--- config.mk ---
export PLATFORM = sky130hd
export DESIGN_NAME = req_encoder_4to2
export DESIGN_NICKNAME = d
export VERILOG_FILES = /design/src/rtl/req_encoder_4to2.sv
export SDC_FILE = /design/constraint.sdc
export NUM_CORES = 1
export LEC_CHECK = 0
export BUFFER_PORTS_ARGS = -buffer_cell sky130_fd_sc_hd__buf_2
export CAP_MARGIN = 20
export CELL_PAD_IN_SITES_DETAIL_PLACEMENT = 1
export CELL_PAD_IN_SITES_GLOBAL_PLACEMENT = 1
export CORE_MARGIN = 2
export CORE_UTILIZATION = 37
export DETAILED_ROUTE_END_ITERATION = 16
export GPL_TIMING_DRIVEN = 0
export PLACE_DENSITY = 0.85
export SLEW_MARGIN = 10
export SYNTH_ARGS = -nofsm -noshare
export SYNTH_HDL_FRONTEND = slang
export SYNTH_SLANG_ARGS = --single-unit
--- constraint.sdc ---
create_clock -name clk -period 1.6 [get_ports clk]
set_input_delay 0.16 -clock clk [delete_from_list [all_inputs] [get_ports clk]]
set_output_delay 0.16 -clock clk [all_outputs]
set_load 0.005 [all_outputs]
--- src/rtl/req_encoder_4to2.sv ---
// Request-line event encoder: captures rising edges into a pending set and
// emits them as binary indices on a valid/ready stream. Optional ROUND_ROBIN_EN.
module req_encoder_4to2 #(
   parameter int NUM_REQ = 4,
   parameter int IDX_W   = $clog2(NUM_REQ)
) (
   input  logic               clk,
   input  logic               rst_n,
   input  logic [NUM_REQ-1:0] inpt,
   input  logic               enb,
   output logic [IDX_W-1:0]   out_idx,
   output logic               out_vld,
   input  logic               out_rdy,
   output logic [NUM_REQ-1:0] pend,
   output logic               drop
);

   // Handshake: an event transfers on a rising edge where out_vld & out_rdy;
   // while out_vld & ~out_rdy, out_idx/out_vld hold and pend only accumulates.
   logic [NUM_REQ-1:0] prev_q, prev_d;
   logic [NUM_REQ-1:0] pend_q, pend_d;
   logic [IDX_W-1:0]   out_idx_q, out_idx_d;
   logic               out_vld_q, out_vld_d;
   logic               drop_q, drop_d;
   logic [NUM_REQ-1:0] rise, clr_mask;
   logic [IDX_W-1:0]   sel;
   logic               load, any_pend;

`ifdef ROUND_ROBIN_EN
   logic [IDX_W-1:0]   last_q, last_d;
   logic               found;

   // Rotating search starting just after the most recently loaded index.
   always_comb begin
      sel   = '0;
      found = 1'b0;
      for (int k = 1; k <= NUM_REQ; k++) begin
         int j;
         j = (int'(last_q) + k) % NUM_REQ;
         if (!found && pend_q[j]) begin
            sel   = IDX_W'(j);
            found = 1'b1;
         end
      end
   end
`else
   // Later iterations override earlier ones, so the highest pending index wins.
   always_comb begin
      sel = '0;
      for (int i = 0; i < NUM_REQ; i++) begin
         if (pend_q[i]) sel = IDX_W'(i);
      end
   end
`endif

   always_comb begin
      rise      = inpt & ~prev_q;
      load      = ~out_vld_q | out_rdy;
      any_pend  = |pend_q;
      clr_mask  = '0;
      if (load && any_pend) clr_mask[sel] = 1'b1;
      // Set is applied after clear so a re-rise on the bit being loaded stays pending.
      pend_d    = (pend_q & ~clr_mask) | (enb ? rise : '0);
      drop_d    = enb & |(rise & pend_q & ~clr_mask);
      prev_d    = inpt;
      out_vld_d = out_vld_q;
      out_idx_d = out_idx_q;
      if (load) begin
         out_vld_d = any_pend;
         if (any_pend) out_idx_d = sel;
      end
`ifdef ROUND_ROBIN_EN
      last_d = last_q;
      if (load && any_pend) last_d = sel;
`endif
   end

   always_ff @(posedge clk) begin
      if (!rst_n) begin
         prev_q    <= '0;
         pend_q    <= '0;
         out_idx_q <= '0;
         out_vld_q <= 1'b0;
         drop_q    <= 1'b0;
`ifdef ROUND_ROBIN_EN
         last_q    <= IDX_W'(NUM_REQ - 1);
`endif
      end else begin
         prev_q    <= prev_d;
         pend_q    <= pend_d;
         out_idx_q <= out_idx_d;
         out_vld_q <= out_vld_d;
         drop_q    <= drop_d;
`ifdef ROUND_ROBIN_EN
         last_q    <= last_d;
`endif
      end
   end

   assign out_idx = out_idx_q;
   assign out_vld = out_vld_q;
   assign pend    = pend_q;
   assign drop    = drop_q;

endmodule

== Word level (Yosys, flattened, before mapping) ==
Index checks and enable logic that the tools add are counted.
Storage, ports and cells
  memory bits (writable): 0
  bits in read-only memories: 0
  word-level logic and storage cells: 29
  flip-flop bits (word level): 12
  memories: 0
  bits in latches: 0
Cells by class
  $lt $le $gt $ge: 2
  $add $sub $neg: 0
  div/mod/pow operators: 0
  shift-type cells: 0
  bitwise gates (word level): 10
  mux-type cells: 7
  $mul: 0
  reduce and logical (&&, ||, !) cells: 5
  eq/ne operators: 0
Operators by type and width (count)
  $and A4 B4 Y4: 4
  $mux W4: 2
  $not A4 Y4: 2
  $reduce_or A4 Y1: 2
  $mux W2: 2
  $or A4 B4 Y4: 1
  $lt A2 B3 Y1 const B: 1
  $demux W1 S2: 1
  $ge A2 B1 Y1 const B: 1
  $logic_and A1 B1 Y1: 2
  $mux W1: 2
  $reduce_and A2 Y1: 1
  $and A1 B1 Y1: 1
  $not A1 Y1: 1
  $or A1 B1 Y1: 1

== Logic depth before layout (Yosys ltp) ==
Gate-level depths: netlist of the first run.
  depth in word-level cells: 12
  gate-level depth with buffers: 4

== Worst setup path after synthesis of the first run ==
No wires, ideal clock.
  kind: register to register
  from: register out_vld_q (netlist: out_vld)
  to: register pend_q[1] (netlist: pend[1])
  buffers on the path: 0
  clock period less this slack: 1.131 ns
  arrival: 1.012 ns
  setup slack: 0.469 ns
  library setup time: 0.118 ns
  stages on the path, launching flop included: 5
  path through: dfxtp_1 nor2b_4 or3_4 a22oi_1 nor2b_1
On the way
  cells in the longest elaborated chain, start to end: 7
Ends and longest elaborated chain
  start: declaration: RTL line 23  | logic out_vld_q, out_vld_d;
  start signal: assignment: RTL line 92  | out_vld_q <= out_vld_d;
  $not A1 Y1: RTL line 58  | load = ~out_vld_q | out_rdy;
  $or A1 B1 Y1: RTL line 58
  $logic_and A1 B1 Y1: RTL line 61  | if (load && any_pend) clr_mask[sel] = 1'b1;
  $mux W4: RTL line 61
  $not A4 Y4: RTL line 63  | pend_d = (pend_q & ~clr_mask) | (enb ? rise : '0);
  $and A4 B4 Y4: RTL line 63
  $or A4 B4 Y4: RTL line 63
  end signal: assignment: RTL line 90  | pend_q <= pend_d;
  end: declaration: RTL line 21  | logic [NUM_REQ-1:0] pend_q, pend_d;
Every way passes these cells.
A chain may end at the register's enable or synchronous reset.

== Worst setup path after layout of the first run ==
Same ends and word-level chain as after synthesis.

==> summary.md, run 1 <==
| Metric | Value |
|---|---|
| H-tree levels | 1 |
| DP Wirelength | around 850 um |
| Hold Fails Final Rpt | 0 |
| Num CTS Buffers | 3 |
| Resize count post-CTS | 0 |
| Levels on crit path | 4 |
| Clk sink count | 12 |
| Critical path buffers and inverters | 0 |
| Area delta synth->final | 25.8% |
| Worst Clk Skew | around 1.4 ps |
| Fin crit share | 74.5% |
| Distinct cells, synth | 22 |
| Sw Share | between 20% and 30% |
| Seq/Total Area, Yosys | 47.6% |
| Most frequent cells in the layout | buf_2 (15), dfxtp_1 (12), nor2b_1 (5), o21ai_0 (5), and2_1 (4) |
| Design Power | 0.648 mW |
| Worst EP arrival | approximately 1400 ps |
| CTS Hold Bufs | 0 |
| Average cell area after synthesis | 9.51 um2 |
| CTS tree | yes |
| Crit-path leading delay family | simple AND/OR/NAND/NOR gates |
| Post-Syn Instances | 53 |
| Yosys warns | 0 |
| Final setup viols | 0 |
| Gpl congestion | about 0.77 |
| Wire per inst | 13.4 um |
| Nets | just over 80 |
| Sequential Power Share | approximately half |
| Ports | 16 |
| Finished Layout Cells | 87 |
| Int Pwr | slightly below 0.5 mW |
| Height of the die | between 40 and 50 um |
| Final-report max-slew violation count | 0 |
| NetSw | around 0.15 mW |
| Clk_lat worst skew | 270 ps |
| R2r setup slk | between 400 and 500 ps |
| Antenna cells | 0 |
| R2R cell count | 4 |
| Setup Buffers After CTS | 0 |
| Vias | 447 |
| Setup CP Type | reg2reg |
| Bufs on Longest Clock Path | 2 |
| Worst path required time | around 1800 ps |
| Core area | roughly 1300 um2 |
| Setup TNS | 0 ps |
| Placed Cells | 83 |
| Peak supply drop | approximately 0.46 mV |
| Worst slew pin tran | about 370 ps |
| Sequence of cells on the critical path | nor2b_4 -> or3_4 -> a22oi_1 -> nor2b_1 |
| Slew HR | about 75% |
| Mean number of vias per cell | approximately 5.1 |
| Starting Density | 39.2% |
| Hold WC Path Type | in2reg |
| Power share of the clock group | a little under two fifths |
| Num rows | 13 |
| Initial antenna violation count | 0 |
| Cell area after synthesis | 504 um2 |
| Post-synthesis register bit count | 12 |
| First-pass GRT wire length | between 1.5 and 2 mm |
| Hold path depth | 2 |
| HP Start | inpt[0] |
| Critical-path top delay cell | or3_4 |
| Die area | 1670 um2 |
| GRT overflow | 0 |
| Multi-input gate area | between 200 and 300 um2 |
| Fillers | between 150 and 200 |
| Worst-path clk slew | approximately 80 ps |
| DR iter-0 viols | 2 |
| Startpoint Class | flop |
| RR Startpoint | out_vld |
| Combinational group share of total power | between 10% and 20% |
| WHS Endpoint | prev_q[0] |
| Post-layout util | ~49% |
| Clock root buffer master | clkbuf_4 |
| Register area | around 240 um2 |
| Pre-Repair DR Iteration Count | 2 |
| Setup crit end kind | flop |
| Layout cells sized above 1 | a little under a third |
| Antenna viol nets, final | 0 |
| Tot GR Track Use | between 10% and 20% |
| Die width | roughly 40 um |
| FMAX | 838 MHz |
| Vias in the first global route | between 400 and 500 |
| Slowest Stage Delay on Critical Path | ~350 ps |
| Pwr/cell area | 1020 nW/um2 |
| CP max FO | 5 |
| Static Leakage | ~0.27 nW |
| Terminus of the critical flop-to-flop path | pend[1] |
| RSZ-0062 raised after global routing | no |
| Largest net degree at the start of global routing | 11 |
| Mapped Nets | just over 60 |
| Commonest non-fill, non-tap cell in the layout | buf_2 |
| Buffers on Ports | 15 |
| Detailed-route wire length | 1.17 mm |
| DRC violations left | 0 |
| MaxCap Viol Count | 0 |
| Status | complete, no violations |
| Tmin final | around 1200 ps |
[worst reg2reg max path, stage by stage (launching register included)]
cell,delay (ps)
dfxtp_1,330
nor2b_4,140
or3_4,350
a22oi_1,200
nor2b_1,60
[worst max-delay path by stage]
| stage | start | endpoint |
|---|---|---|
| after floorplan | out_vld | pend[1] |
| after global placement | out_vld | pend[1] |
| after detailed placement | out_vld | pend[1] |
| after CTS | out_vld | pend[1] |
| after global routing | out_vld | pend[1] |
| final | out_vld | pend[1] |
[power by group through the flow]
stage	logic (mW)	clock network, mW	registers (mW)
2_1_floorplan	0.0418	0	0.335
3_3_place_gp	0.0729	0	0.336
3_5_place_dp	0.0753	0	0.337
4_1_cts	0.0761	0.252	0.330
5_1_grt	0.0858	0.274	0.334
6_report	0.0753	0.243	0.330
[layer usage]
| layer | vias to the layer above | track usage (%) | wire [um] |
|---|---|---|---|
| li1 | 226 | - | - |
| met1 | 208 | 22.5 | 535 |
| met2 | 11 | 28.1 | 569 |
| met3 | 2 | 6.52 | 44 |
| met4 | 0 | 12.5 | 19 |
| met5 | - | 0 | 0 |
[stage by stage]
step	setup WS, ps	area, um2	hold slack (ps)
2_1_floorplan	469	504	276
3_3_place_gp	435	598	377
3_5_place_dp	419	598	376
4_1_cts	409	634	84.4
5_1_grt	330	634	101
6_report	407	634	96.9
[synthesized netlist by cell type, drive strengths merged]
library cell	number	share of area [%]
dfxtp	12	48
nor2b	6	8.9
o21ai	6	6.0
a21boi	4	6.0
and2	4	5.0
nand2	3	2.2
nand3b	3	4.5
a31oi	2	2.5
inv	2	1.5
nor2	2	1.5
a21oi	1	0.99
a22oi	1	1.5
a32oi	1	1.7
clkbuf	1	0.74
nand2b	1	1.2
o211ai	1	2.5
o311ai	1	1.7
o31a	1	1.7
or3	1	2.2
[cell families after synthesis]
logic type	synth area share [%]
flip-flops	47.6
AND/OR/NAND/NOR	25.6
AO/OA/AOI/OAI	24.6
buffers and inverters	2.23
[cell type report]
type	count	area share, %
tap	15	2.96
clock buffer	4	5.72
sequential	12	37.9
multi-input combinational	38	39.8
inverter	2	1.18
buffer	1	0.592
timing repair buffer	15	11.8
[state kept, by name, summed over array words and instances (netlist names)]
name	count
drop	1
pend	4
prev_q	4
out_idx	2
out_vld	1
Note: power is estimated with default switching activity, not from simulation.
==> run 2, diff against run 1 <==
--- a/config.mk
+++ b/config.mk
@@ -10,10 +10,10 @@
 export CELL_PAD_IN_SITES_DETAIL_PLACEMENT = 1
 export CELL_PAD_IN_SITES_GLOBAL_PLACEMENT = 1
 export CORE_MARGIN = 2
-export CORE_UTILIZATION = 37
+export CORE_UTILIZATION = 31
 export DETAILED_ROUTE_END_ITERATION = 16
 export GPL_TIMING_DRIVEN = 0
-export PLACE_DENSITY = 0.85
+export PLACE_DENSITY = 0.77
 export SLEW_MARGIN = 10
 export SYNTH_ARGS = -nofsm -noshare
 export SYNTH_HDL_FRONTEND = slang
==> constraint.sdc (replaced) <==
create_clock -name clk -period 1 [get_ports clk]
set_input_delay 0.1 -clock clk [delete_from_list [all_inputs] [get_ports clk]]
set_output_delay 0.1 -clock clk [all_outputs]
set_load 0.005 [all_outputs]
==> run 2 against run 1 <==
  * The flow now finishes with violations (negative setup slack)
  * Sequential share of layout area shrank 1.7 points
  * Wire length increased by 9.5%
  * Critical path depth shrank 1
  * Via count is 8.3% higher
  * Non-clock buffer count grew 2
  * Power increased by 65%
  * Critical path type unchanged
==> summary.md, run 2 (synthesis results as in run 1) <==
| Metric | Value |
|---|---|
| Sequence of cells on the critical path | or3_4 -> o211ai_2 -> a31oi_1 |
| Finished Layout Cells | 90 |
| Tmin final | around 1200 ps |
| Final-report max-slew violation count | 0 |
| Mean number of vias per cell | 5.38 |
| Ports | 16 |
| Setup TNS | -579 ps |
| Worst slew pin tran | 391 ps |
| Die width | 44.3 um |
| Core area | roughly 1500 um2 |
| Pwr/cell area | roughly 1600 nW/um2 |
| Detailed-route wire length | 1.28 mm |
| CP max FO | 8 |
| Height of the die | 44.3 um |
| Sw Share | roughly a quarter |
| Layout cells sized above 1 | 44.6% |
| Terminus of the critical flop-to-flop path | drop |
| Critical-path top delay cell | or3_4 |
| FMAX | about 860 MHz |
| Peak supply drop | approximately 0.65 mV |
| Most frequent cells in the layout | buf_2 (15), dfxtp_1 (7), nor2b_1 (5), dfxtp_2 (5), and2_1 (4) |
| Startpoint Class | flop |
| Critical path buffers and inverters | 0 |
| Slowest Stage Delay on Critical Path | 430 ps |
| H-tree levels | 1 |
| Post-layout util | 44.7% |
| Clk_lat worst skew | ~270 ps |
| HP Start | inpt[0] |
| Buffers on Ports | 15 |
| First-pass GRT wire length | around 2.1 mm |
| Placed Cells | 84 |
| Clk sink count | 12 |
| DP Wirelength | 900 um |
| DR iter-0 viols | 4 |
| Pre-Repair DR Iteration Count | 3 |
| Static Leakage | between 0.2 and 0.3 nW |
| Starting Density | between 30% and 40% |
| Int Pwr | just over 0.8 mW |
| Tot GR Track Use | 15.5% |
| RR Startpoint | pend[2] |
| Pre-CTS setup slack | -167 ps |
| Hold slack | 45.4 ps |
| Worst Clk Skew | a little under 5 ps |
| Fin crit share | 117% |
| Register area | ~250 um2 |
| Failing checks | negative setup slack |
| Sequential Power Share | approximately 50% |
| Critical Path Start | pend[2] |
| Antenna viol nets, final | 0 |
| Area delta synth->final | 35.0% |
| Crit-path leading delay family | simple AND/OR/NAND/NOR gates |
| Worst EP arrival | around 1300 ps |
| Setup crit end kind | flop |
| Clock root buffer master | clkbuf_4 |
| Power share of the clock group | between 30% and 40% |
| Worst-path clk slew | about 80 ps |
| Nets | a little over 80 |
| Hold WC Path Type | in2reg |
| Worst path required time | 1160 ps |
| Final setup viols | 4 |
| Hold path depth | 2 |
| CTS tree | yes |
| CTS Hold Bufs | 0 |
| Fillers | 186 |
| Num CTS Buffers | 3 |
| WHS Endpoint | prev_q[0] |
| Vias | 484 |
| Initial antenna violation count | 0 |
| Die area | approximately 2000 um2 |
| RSZ-0062 raised after global routing | yes |
| Combinational group share of total power | between 10% and 20% |
| Commonest non-fill, non-tap cell in the layout | buf_2 |
| Antenna cells | 0 |
| Status | finished with violations |
| Vias in the first global route | 453 |
| DRC violations left | 0 |
| Hold Fails Final Rpt | 0 |
| Wire per inst | roughly 14 um |
| Num rows | 14 |
| R2r setup slk | -170 ps |
| Worst Slack Setup Final | -165 ps |
| Setup CP Type | reg2reg |
| MaxCap Viol Count | 0 |
| Largest net degree at the start of global routing | 11 |
| GRT overflow | 0 |
| Multi-input gate area | between 200 and 300 um2 |
| Gpl congestion | between 0.7 and 0.8 |
| NetSw | 0.265 mW |
| Bufs on Longest Clock Path | 2 |
| R2R cell count | 3 |
| Slew HR | about three quarters |
==> run 2: power by group through the flow <==
stage / Sequential (mW) / Combinational, mW / Clock [mW]
after global routing: 0.537 / 0.162 / 0.429
after floorplan: 0.538 / 0.0669 / 0
final: 0.533 / 0.146 / 0.393
after global placement: 0.539 / 0.117 / 0
after detailed placement: 0.541 / 0.122 / 0
after CTS: 0.531 / 0.139 / 0.401
==> run 2: per-stage QoR <==
step	cell area, um2	total power [mW]
final	681	1.07
after global routing	681	1.13
after CTS	662	1.07
after detailed placement	601	0.663
after global placement	601	0.656
after floorplan	505	0.605
==> run 2: routing by layer <==
metal	up-vias	global-route usage, %	wire (um)
li1	232	-	-
met1	239	18.0	579
met2	11	25.6	633
met3	2	3.67	56
met4	0	9.09	11
met5	-	0	0
==> run 2: repair_timing <==
| action | 4_1_cts | 5_1_grt |
|---|---|---|
| buffers inserted | 3 | 0 |
| pin swaps | 2 | 2 |
| gates resized for setup | 7 | 6 |
| setup endpoints to repair | 6 | 10 |
| gates cloned | 0 | 0 |
==> run 2: worst max-delay path by stage <==
stage               cells after the start  endpoint
floorplan                               3   out_vld
global placement                        2   out_vld
detailed placement                      3      drop
CTS                                     4      drop
global route                            4      drop
finish                                  3      drop
==> run 2: final cells by class <==
class | count | share of cell area (%)
multi-input combinational | 38 | 40.6
tap | 16 | 2.94
clock buffer | 4 | 5.33
buffer | 1 | 0.551
inverter | 2 | 1.10
sequential | 12 | 36.2
timing repair buffer | 17 | 13.2
==> run 3, diff against run 2 <==
--- a/config.mk
+++ b/config.mk
@@ -5,15 +5,16 @@
 export SDC_FILE = /design/constraint.sdc
 export NUM_CORES = 1
 export LEC_CHECK = 0
-export BUFFER_PORTS_ARGS = -buffer_cell sky130_fd_sc_hd__buf_2
 export CAP_MARGIN = 20
 export CELL_PAD_IN_SITES_DETAIL_PLACEMENT = 1
 export CELL_PAD_IN_SITES_GLOBAL_PLACEMENT = 1
 export CORE_MARGIN = 2
-export CORE_UTILIZATION = 31
+export CORE_UTILIZATION = 37
 export DETAILED_ROUTE_END_ITERATION = 16
+export DONT_BUFFER_PORTS = 1
 export GPL_TIMING_DRIVEN = 0
-export PLACE_DENSITY = 0.77
+export PLACE_DENSITY = 0.74
+export SKIP_CTS_REPAIR_TIMING = 1
 export SLEW_MARGIN = 10
 export SYNTH_ARGS = -nofsm -noshare
 export SYNTH_HDL_FRONTEND = slang
==> run 3 against run 2 <==
  * The run still ends with negative setup slack left
  * Register-to-register slack about the same
  * Worst setup slack got worse by 6.0 ps
  * Clock power is 1% lower
  * Die area decreased by 15%
  * Clock skew fell by 3.1 ps
  * Flip-flop and latch count is the same
  * Power is 4.2% lower
  * Via count down 11%
  * Design area fell by 7.4%
  * First-iteration DRC count increased by 100%
  * Largest power group unchanged
==> summary.md, run 3 (synthesis results as in run 1) <==
| Metric | Value |
|---|---|
| Status | finished with violations |
| Failing checks | negative setup slack |
| Wire per inst | between 15 and 20 um |
| Setup CP Type | reg2reg |
| Num CTS Buffers | 3 |
| Final-report max-slew violation count | 0 |
| Slew HR | between 70% and 80% |
| Critical-path top delay cell | or3_4 |
| Core area | 1280 um2 |
| Tmin final | 1170 ps |
| Largest net degree at the start of global routing | 11 |
| Clk sink count | 12 |
| Worst EP arrival | 1340 ps |
| RR Startpoint | out_vld |
| Hold Fails Final Rpt | 0 |
| Ports | 16 |
| Critical Path End | drop |
| Buffers on Ports | 0 |
| Mean number of vias per cell | between 5 and 6 |
| Pre-Repair DR Iteration Count | 4 |
| CTS tree | yes |
| Worst Clk Skew | between 1.5 and 2 ps |
| Final setup viols | 4 |
| Clock root buffer master | clkbuf_4 |
| Die width | 40.9 um |
| First-pass GRT wire length | between 1.5 and 2 mm |
| Most frequent cells in the layout | dfxtp_1 (9), dlygate4sd3_1 (6), nor2b_1 (5) |
| Placed Cells | about 70 |
| Detailed-route wire length | between 1 and 1.5 mm |
| Area delta synth->final | 25.1% |
| Peak supply drop | approximately 0.9 mV |
| Worst path required time | around 1200 ps |
| GRT overflow | 0 |
| Starting Density | roughly 40% |
| Crit-path leading delay family | simple AND/OR/NAND/NOR gates |
| Critical Path Start | out_vld |
| Num rows | 13 |
| Clk_lat worst skew | around 280 ps |
| Static Leakage | between 0.2 and 0.25 nW |
| Hold slack | 2.15 ps |
| Initial antenna violation count | 0 |
| Pwr/cell area | between 1500 and 2000 nW/um2 |
| Setup crit end kind | flop |
| Nets | 73 |
| Slowest Stage Delay on Critical Path | around 350 ps |
| Critical path buffers and inverters | 0 |
| R2r setup slk | -170 ps |
| H-tree levels | 1 |
| Terminus of the critical flop-to-flop path | drop |
| Worst-path clk slew | 80 ps |
| Height of the die | slightly above 40 um |
| R2R cell count | 4 |
| Antenna cells | 0 |
| Worst Slack Setup Final | -171 ps |
| MaxCap Viol Count | 0 |
| Commonest non-fill, non-tap cell in the layout | dfxtp_1 |
| Worst slew pin tran | around 360 ps |
| CP max FO | 4 |
| RSZ-0062 raised after global routing | yes |
| Levels on crit path | 4 |
| Bufs on Longest Clock Path | 2 |
| Vias in the first global route | roughly 380 |
| Layout cells sized above 1 | around 17% |
| Fin crit share | 117% |
| Die area | approximately 1700 um2 |
| Hold WC Path Type | in2reg |
| Gpl congestion | between 0.7 and 0.8 |
| Finished Layout Cells | just under 80 |
| Sequence of cells on the critical path | nor2b_4 -> or3_4 -> o211ai_2 -> a31oi_1 |
| DRC violations left | 0 |
| Tot GR Track Use | between 10% and 20% |
| FMAX | between 800 and 900 MHz |
| Antenna viol nets, final | 0 |
| DR iter-0 viols | 8 |
| Startpoint Class | flop |
| Vias | about 430 |
==> run 3: cell count changes in the layout (fill, tap and decap cells not counted), sizes merged <==
cell / previous run / this run
dlygate4sd3: 0 / 6
buf: 17 / 1
==> run 3: area by class of cell <==
type | count | area [um2]
clock buffer | 4 | 36.3
multi-input combinational | 38 | 253
buffer | 1 | 3.75
fill | 148 | 654
tap | 15 | 18.8
sequential | 12 | 244
timing repair buffer | 7 | 67.6
inverter | 2 | 7.51
==> run 3: worst min path at each step <==
stage | startpoint | endpoint | slack (ps) | depth (start not counted)
after floorplan | enb | drop | 220 | 2
after global placement | inpt[1] | prev_q[1] | 220 | 1
after detailed placement | enb | drop | 220 | 2
after CTS | enb | drop | -80 | 2
after global routing | enb | pend[1] | 9 | 2
final | enb | pend[1] | 2 | 2
==> run 3: stage by stage <==
step	setup WS [ps]	power, mW	utilization [%]	cell area, um2	TNS [ps]
after CTS	-186	1.02	43.6	561	-709
after global routing	-234	1.08	49.1	631	-864
after floorplan	-125	0.605	-	505	-428
after global placement	-181	0.622	40.8	524	-647
after detailed placement	-172	0.624	40.8	524	-652
final	-171	1.03	49.1	631	-637
==> run 3: power breakdown <==
part / switching (mW) / internal [mW] / leakage [nW]
Clock: 0.166 / 0.222 / 0.0210
Combinational: 0.0435 / 0.0613 / 0.109
Sequential: 0.0279 / 0.507 / 0.100
==> run 3: layer usage <==
layer	global-route usage [%]	wire length, um	share of wire, %	vias to the layer above
met4	5.00	9	0.75	0
met3	11.4	103	8.5	2
met1	18.9	528	44	204
met2	23.4	566	47	13
met5	0	0	0	-
li1	-	-	-	212
